**config.mk**
```make
export PLATFORM = sky130hd
export DESIGN_NAME = nanorv32_code_mem_loader_arb
export DESIGN_NICKNAME = d
export VERILOG_FILES = /design/src/rtl/nanorv32_code_mem_loader_arb_pkg.sv /design/src/rtl/nanorv32_byte_packer.sv /design/src/rtl/nanorv32_code_mem_loader_arb.sv
export SDC_FILE = /design/constraint.sdc
export NUM_CORES = 1
export LEC_CHECK = 0
export CAP_MARGIN = 15
export CORE_MARGIN = 1
export CORE_UTILIZATION = 45
export CTS_BUF_LIST = sky130_fd_sc_hd__clkbuf_8 sky130_fd_sc_hd__clkbuf_16
export CTS_CLUSTER_DIAMETER = 100
export DETAILED_ROUTE_END_ITERATION = 7
export GPL_TIMING_DRIVEN = 0
export PLACE_DENSITY = 0.95
export RECOVER_POWER = 50
export SLEW_MARGIN = 10
export SYNTH_ARGS = -nofsm -noshare
export SYNTH_HDL_FRONTEND = slang
export SYNTH_SLANG_ARGS = --single-unit
```
**constraint.sdc**
```tcl
create_clock -name clk -period 4.2 [get_ports clk]
set_input_delay 0.84 -clock clk [delete_from_list [all_inputs] [get_ports clk]]
set_output_delay 0.84 -clock clk [all_outputs]
set_load 0.01 [all_outputs]
```
**src/rtl/nanorv32_code_mem_loader_arb_pkg.sv**
```systemverilog
// Shared constants for the code-memory loader/arbiter: FSM state encodings
// and the word-index width derived from the byte-address width.
package nanorv32_code_mem_loader_arb_pkg;

    localparam logic [1:0] NANORV32_LDARB_IDLE    = 2'd0;
    localparam logic [1:0] NANORV32_LDARB_COLLECT = 2'd1;
    localparam logic [1:0] NANORV32_LDARB_WRITE   = 2'd2;
    localparam logic [1:0] NANORV32_LDARB_DONE    = 2'd3;

    // Memory is word-organised; the two byte-offset bits are dropped.
    function automatic int word_idx_width(input int addr_size);
        return addr_size - 2;
    endfunction

endpackage

```
**src/rtl/nanorv32_byte_packer.sv**
```systemverilog
// Packs loader bytes little-endian into a 32-bit word; unfilled lanes stay
// zero because the register is cleared after every word is consumed.
module nanorv32_byte_packer (
    input  logic        clk,
    input  logic        rst_n,
    input  logic        clear,
    input  logic        accept,
    input  logic [7:0]  byte_in,
    input  logic        last_in,
    output logic        word_full,
    output logic        word_last,
    output logic [31:0] word_out
);

    logic [1:0]  cnt_q, cnt_d;
    logic [31:0] word_q, word_d;
    logic        last_q, last_d;

    always_comb begin
        cnt_d  = cnt_q;
        word_d = word_q;
        last_d = last_q;
        if (clear) begin
            cnt_d  = 2'd0;
            word_d = 32'd0;
            last_d = 1'b0;
        end else if (accept) begin
            word_d[{cnt_q, 3'b000} +: 8] = byte_in;
            cnt_d  = cnt_q + 2'd1;
            last_d = last_in;
        end
    end

    assign word_full = accept & ((cnt_q == 2'd3) | last_in);
    assign word_last = last_q;
    assign word_out  = word_q;

    always_ff @(posedge clk or negedge rst_n) begin
        if (!rst_n) begin
            cnt_q  <= 2'd0;
            word_q <= 32'd0;
            last_q <= 1'b0;
        end else begin
            cnt_q  <= cnt_d;
            word_q <= word_d;
            last_q <= last_d;
        end
    end

endmodule

```
**src/rtl/nanorv32_code_mem_loader_arb.sv**
```systemverilog
// Arbitrates the single-port code RAM between instruction fetch and a
// byte-serial program loader. Optional NANORV32_LOADER_CHECKSUM_EN adds ld_checksum.
module nanorv32_code_mem_loader_arb
    import nanorv32_code_mem_loader_arb_pkg::*;
#(
    parameter int ADDR_SIZE        = 16,
    parameter int HOLD_AFTER_RESET = 0
) (
    input  logic                 clk,
    input  logic                 rst_n,
    input  logic                 cpu_req,
    input  logic [ADDR_SIZE-1:0] cpu_addr,
    output logic                 cpu_gnt,
    output logic                 cpu_rvalid,
    output logic [31:0]          cpu_rdata,
    output logic                 cpu_hold,
    input  logic                 ld_start,
    input  logic                 ld_valid,
    input  logic [7:0]           ld_byte,
    input  logic                 ld_last,
    output logic                 ld_ready,
    output logic                 ld_done,
    output logic                 ld_err,
    output logic                 mem_en,
    output logic                 mem_we,
    output logic [ADDR_SIZE-3:0] mem_addr,
    output logic [31:0]          mem_wdata,
    input  logic [31:0]          mem_rdata
`ifdef NANORV32_LOADER_CHECKSUM_EN
    ,
    output logic [31:0]          ld_checksum
`endif
);

    localparam int             WW        = word_idx_width(ADDR_SIZE);
    localparam logic [WW-1:0]  LAST_WORD = '1;
    localparam logic           HOLD_INIT = (HOLD_AFTER_RESET != 0);

    logic [1:0]    state_q, state_d;
    logic [WW-1:0] ptr_q, ptr_d;
    logic          hold_q, hold_d;
    logic          err_q, err_d;
    logic          rvalid_q, rvalid_d;

    logic          pk_clear;
    logic          pk_accept;
    logic          pk_full;
    logic          pk_last;
    logic [31:0]   pk_word;

    logic          unused_addr_bits;
    assign unused_addr_bits = ^cpu_addr[1:0];

    assign pk_accept = ld_valid & ld_ready;

    nanorv32_byte_packer u_packer (
        .clk       (clk),
        .rst_n     (rst_n),
        .clear     (pk_clear),
        .accept    (pk_accept),
        .byte_in   (ld_byte),
        .last_in   (ld_last),
        .word_full (pk_full),
        .word_last (pk_last),
        .word_out  (pk_word)
    );

    always_comb begin
        state_d   = state_q;
        ptr_d     = ptr_q;
        hold_d    = hold_q;
        err_d     = err_q;
        rvalid_d  = 1'b0;
        pk_clear  = 1'b0;
        cpu_gnt   = 1'b0;
        ld_ready  = 1'b0;
        ld_done   = 1'b0;
        mem_en    = 1'b0;
        mem_we    = 1'b0;
        mem_addr  = '0;
        mem_wdata = 32'd0;
        case (state_q)
            NANORV32_LDARB_IDLE: begin
                // A load request pre-empts a fetch issued in the same cycle.
                if (ld_start) begin
                    ptr_d    = '0;
                    err_d    = 1'b0;
                    hold_d   = 1'b1;
                    pk_clear = 1'b1;
                    state_d  = NANORV32_LDARB_COLLECT;
                end else if (cpu_req) begin
                    cpu_gnt  = 1'b1;
                    mem_en   = 1'b1;
                    mem_addr = cpu_addr[ADDR_SIZE-1:2];
                    rvalid_d = 1'b1;
                end
            end
            NANORV32_LDARB_COLLECT: begin
                ld_ready = 1'b1;
                if (pk_full) begin
                    state_d = NANORV32_LDARB_WRITE;
                end
            end
            NANORV32_LDARB_WRITE: begin
                mem_en    = 1'b1;
                mem_we    = 1'b1;
                mem_addr  = ptr_q;
                mem_wdata = pk_word;
                pk_clear  = 1'b1;
                if (ptr_q == LAST_WORD) begin
                    ptr_d = '0;
                    err_d = 1'b1;
                end else begin
                    ptr_d = ptr_q + 1'b1;
                end
                state_d = pk_last ? NANORV32_LDARB_DONE : NANORV32_LDARB_COLLECT;
            end
            NANORV32_LDARB_DONE: begin
                ld_done = 1'b1;
                hold_d  = 1'b0;
                state_d = NANORV32_LDARB_IDLE;
            end
            default: state_d = NANORV32_LDARB_IDLE;
        endcase
    end

    assign cpu_rvalid = rvalid_q;
    assign cpu_rdata  = rvalid_q ? mem_rdata : 32'd0;
    assign cpu_hold   = hold_q;
    assign ld_err     = err_q;

    always_ff @(posedge clk or negedge rst_n) begin
        if (!rst_n) begin
            state_q  <= NANORV32_LDARB_IDLE;
            ptr_q    <= '0;
            hold_q   <= HOLD_INIT;
            err_q    <= 1'b0;
            rvalid_q <= 1'b0;
        end else begin
            state_q  <= state_d;
            ptr_q    <= ptr_d;
            hold_q   <= hold_d;
            err_q    <= err_d;
            rvalid_q <= rvalid_d;
        end
    end

`ifdef NANORV32_LOADER_CHECKSUM_EN
    logic [31:0] sum_q, sum_d;

    always_comb begin
        sum_d = sum_q;
        if (state_q == NANORV32_LDARB_IDLE && ld_start) begin
            sum_d = 32'd0;
        end else if (state_q == NANORV32_LDARB_WRITE) begin
            sum_d = sum_q + pk_word;
        end
    end

    always_ff @(posedge clk or negedge rst_n) begin
        if (!rst_n) begin
            sum_q <= 32'd0;
        end else begin
            sum_q <= sum_d;
        end
    end

    assign ld_checksum = sum_q;
`endif

endmodule

```
Word-level counts from Yosys, hierarchy flattened

Index checks and enable logic that the tools add are counted.

Word-level logic and storage cells: 65
Output and inout port bits: 86
Register bits: 54

Eq/ne operators: 8
Shift operators: 2
Bitwise logic cells: 3
Add/subtract/negate cells: 3
Muxes and demuxes: 33
Reduce and logical (&&, ||, !) cells: 8

Operators by type and width:

| cell                     | number |
|---|---|
| $mux W32                 | 4 |
| $mux W14                 | 4 |
| $pmux W14 S2             | 2 |
| $bwmux W32               | 1 |
| $shift A8 B7 Y32 const A | 1 |
| $shiftx A8 B7 Y32        | 1 |
| $add A14 B1 Y14 const B  | 1 |
| $eq A14 B14 Y1 const B   | 1 |
| $mux W1                  | 12 |
| $mux W2                  | 5 |
| $pmux W1 S2              | 4 |
| $pmux W2 S4              | 1 |
| $neg A5 Y7               | 1 |
| $eq A2 B2 Y1 const B     | 3 |
| $ne A2 B2 Y1 const B     | 3 |
| $reduce_and A2 Y1        | 3 |
| $reduce_bool A2 Y1       | 3 |
| $reduce_and A3 Y1        | 1 |
| $add A2 B1 Y2 const B    | 1 |
| $and A1 B1 Y1            | 2 |
| $eq A2 B1 Y1 const B     | 1 |
| $logic_not A2 Y1         | 1 |
| $or A1 B1 Y1             | 1 |

Depth between registers and ports, before layout

Depth in word-level cells: 6
Depth in mapped cells: 7
Mapped depth without buffers: 5

By module

Synthesis repeated with hierarchy kept, for this count alone.

Cells, all modules: 342
Area total of the unflattened synthesis: 3259.4 um2

Modules (own cells, without submodules):

| module                       | area an instance (um2) | seq. area each (um2) | cells each | times used |
|---|---|---|---|---|
| nanorv32_byte_packer         | 1662.8                 | 875.8                | 141        | 1 |
| nanorv32_code_mem_loader_arb | 1596.5                 | 475.5                | 201        | 1 |

Worst setup path before layout

Ideal clock, no wire load.

Kind: input -> output
Start point: in ld_start
End point: out mem_addr[11]
Stages: 4
Data required time: 3360 ps
Data arrival time: 1783 ps
Path slack: 1577 ps
Buffers on the path: 1
Path through: nor4b_2 -> buf_2 -> nand2_1 -> o21ai_0

Cells in the longest elaborated chain, start to end: 2

Ends and longest elaborated chain:

| item            | RTL line                           | RTL |
|---|---|---|
| start, declared | nanorv32_code_mem_loader_arb.sv:17 | `input logic ld_start,` |
| $mux W14        | nanorv32_code_mem_loader_arb.sv:85 | `if (ld_start) begin` |
| $pmux W14 S2    | nanorv32_code_mem_loader_arb.sv:82 | `case (state_q)` |
| end, declared   | nanorv32_code_mem_loader_arb.sv:26 | `output logic [ADDR_SIZE-3:0] mem_addr,` |

Every way passes these cells.

Worst setup path after layout

Start point: in ld_start
End point: out mem_addr[5]

The elaborated chain is that of the path after synthesis.

==> results.py <==
metrics = {
    "pwr": {
        "pwr_density_cell_mw_per_mm2": 350,
        "finalPower_mw": 1.68,
        "total_leakage_power_nw": 1.95,
        "ir_drop_mv": 0.258,
    },
    "floorplanning": {
        "core_area_mm2": 0.00679,
        "dieWidth_um": 85.7,
        "die_h_um": 85.7,
        "start_util_pct": 46.4,
        "io_pins": 148,
        "rows": 30,
        "die-area_mm2": 0.00734,
    },
    "clock_tree": {
        "clkLatencyLatePin_ps": 320,
        "cts_hold_buf": 0,
        "cts_tree": "built",
        "ctsResizeCount": 0,
        "cts_buffers": 5,
        "clk_pin_slew_ps": 110,
        "htreeDepth": 2,
        "clockBufferDepth": 2,
        "clock_sinks": 54,
        "post-cts-setup-buffers": 0,
        "cts_root_buf": "clkbuf_8",
    },
    "detailed_routing": {
        "final_antenna_net_count": 0,
        "drtPass1Iterations": 5,
        "via_per_inst": 5.44,
        "wl_per_cell_um": 16.2,
        "vias": 3299,
        "drt_iter0_markers": 192,
        "route.detailed.drc": 0,
        "routed_wl_um": 9810,
    },
    "global_route": {
        "grt_pass1_wl_um": 15600,
        "grt_usage_pct": 27.1,
        "grt-ovfl-total": 0,
        "grt_max_degree": 35,
        "grt_pass1_vias": 3233,
        "antenna_found_initial": 0,
    },
    "final_layout": {
        "drive_gt1_share_pct": 4.31,
        "fin_nets": 578,
        "n_fill_cell": 520,
        "antenna_cells": 0,
        "syn2layout_area_growth_pct": 52.7,
        "final_area_mm2": 0.00481,
    },
    "synth": {
        "yosys_warnings": 0,
        "netlist_area_mm2": 0.00315,
        "synth_top_area_share_pct": 42.9,
        "avgSynthCellArea_um2": 8.85,
        "synthFlopType": "dfrtp_1",
        "synth_edf_count": 0,
        "async_reset_ff_share_pct": 100,
        "synth_cells": 356,
        "synthesis.nets": 425,
        "synthTopCellsByArea": "dfrtp_1 (43%), and2_1 (14%), nand2_1 (6.0%)",
        "ys_seq_area_share_pct": 42.9,
        "synth-seq-cells": 54,
        "yosysUniqueCellTypes": 39,
        "synth_top_area_cell": "dfrtp_1",
    },
    "setup_path": {
        "reg2reg_depth": 6,
        "crit_path_start_kind": "primary input",
        "crit_arrival_ps": 3100,
        "crit_type": "in -> out",
        "required_ps": 3360,
        "cp.depth": 6,
        "slowest_delay_ps": 600,
        "critical_path_buf_inv_count": 3,
        "crit_chain": "dlygate4sd3_1 -> nor4b_2 -> buf_2 -> nand2_1 -> o21ai_0 -> clkdlybuf4s50_1",
        "cp_slowest_cell": "dlygate4sd3_1",
        "reg2reg_slack_ps": 1350,
        "endpoint_kind": "output pin",
        "critical-path-top-delay-family": "buffers and inverters",
        "crit_fanout": 11,
    },
    "sta": {
        "final.period_utilization_pct": 93.7,
        "skew_ps": 15.5,
        "rsz0062_at_grt": "false",
        "fmax_mhz": 254,
        "maxSlewViolCount": 35,
        "final_hold_viol_count": 0,
        "finalSetupTns_ps": 0,
        "tightest_slew_ps": 1810,
        "relSlewSlack_pct": -21.0,
        "fin_crit_ps": 3940,
        "finalSetupViolCount": 0,
    },
    "worst_hold_path": {
        "hold_depth": 1,
        "hold_path.class": "reg -> reg",
    },
    "placement": {
        "hpwl_um": 7440,
        "placedInstanceArea_mm2": 0.00474,
        "place.gp.congestion": 0.864,
        "io_buffers": 145,
    },
    "outcome": {
        "violations": "capacitance limit, slew limit",
        "status": "finished, violations left",
    },
    "flow_run": {
        "cap_violations": 1,
    },
}
[worst reg2reg max path, cell delays in order (launching register included)]
cell      delay [ps]
dfrtp_1          420
ha_1             230
nand4_1          250
nor4_1          1000
clkbuf_1         520
nor3b_1          130
o21a_1           200
[cell usage after synthesis, types with 3 or more instances]
cell type	n
a21oi_1	30
nor3_1	5
a22o_1	21
nor2_1	6
nor3b_1	7
nand3_1	29
o311ai_0	4
nor4_1	5
dfrtp_1	54
and2_1	69
o21ai_0	9
o31ai_1	3
o21a_1	4
ha_1	7
nand2_1	50
inv_1	7
clkbuf_1	13
buf_2	5
[sequential cells by signal (all words and copies together), names as in the netlist]
name	cells
cpu_rvalid	1
state_q	2
u_packer.word_out	32
ptr_q	14
u_packer.cnt_q	2
u_packer.word_last	1
ld_err	1
cpu_hold	1
[layout by cell type, fill, tap and decap left out, types with 5 or more instances in the layout]
master and n:
clkbuf_1 17, a22o_1 21, dfrtp_1 54, clkbuf_8 5
nand2_1 50, nor4_1 6, clkdlybuf4s50_1 140, ha_1 7
nand3_1 29, nor3_1 5, inv_1 7, nor3b_1 7
a21oi_1 30, and2_1 68, o21ai_0 9, nor2_1 6
[path summary, 6_finish.rpt]
check,startpoint,endpoint
min in group asynchronous,rst_n,u_packer.word_out[5]$_DFFE_PN0P_
min,u_packer.word_out[0]$_DFFE_PN0P_,u_packer.word_out[0]$_DFFE_PN0P_
max,ld_start,mem_addr[5]
max in group asynchronous,rst_n,u_packer.cnt_q[0]$_DFFE_PN0P_
min reg2reg,u_packer.word_out[0]$_DFFE_PN0P_,u_packer.word_out[0]$_DFFE_PN0P_
max reg2reg,ptr_q[0]$_DFFE_PN0P_,ptr_q[11]$_DFFE_PN0P_
[where the power goes]
group / internal [mW] / switching [mW]
clock: 0.181 / 0.182
combinational: 0.299 / 0.370
sequential: 0.593 / 0.0601
total: 1.07 / 0.612
[cells by family (layout without fill, tap and decap cells)]
group	Yosys count	in the layout	synth area share (%)
flops	54	54	42.9
mux	2	2	0.675
simple gates	185	185	32.6
fa+ha+maj	7	7	2.78
compound gates	80	80	17.0
buf+inv	28	182	4.01
[area by class of cell]
type	instances	area, um^2	share of cell area, %
multi-input cells	274	1660	34.5
repair buffers	146	1450	30.1
flip-flops and latches	54	1350	28.1
well taps	96	120	2.50
plain buffers	21	91.3	1.90
clock buffers	5	68.8	1.43
clock inverters	3	47.5	0.988
inverters	7	26.3	0.546
[per-layer routing]
layer,vias up,part of all wire (%),track usage [%]
li1,1544,-,-
met1,1549,37,30.9
met2,182,52,49.8
met3,24,8.3,5.77
met4,0,2.3,10.0
met5,-,0,0
[per-stage QoR]
stage / setup slack (ps) / util, % / hold slack, ps / std cells
6_report: 263 / 70.8 / 518 / 606
5_1_grt: 168 / 70.8 / 541 / 606
4_1_cts: 414 / 71.5 / 511 / 606
3_5_place_dp: 414 / 69.8 / 487 / 598
3_3_place_gp: 460 / 69.5 / 457 / 597
2_1_floorplan: 1580 / - / 446 / 356
(Power assumes the default switching activity.)
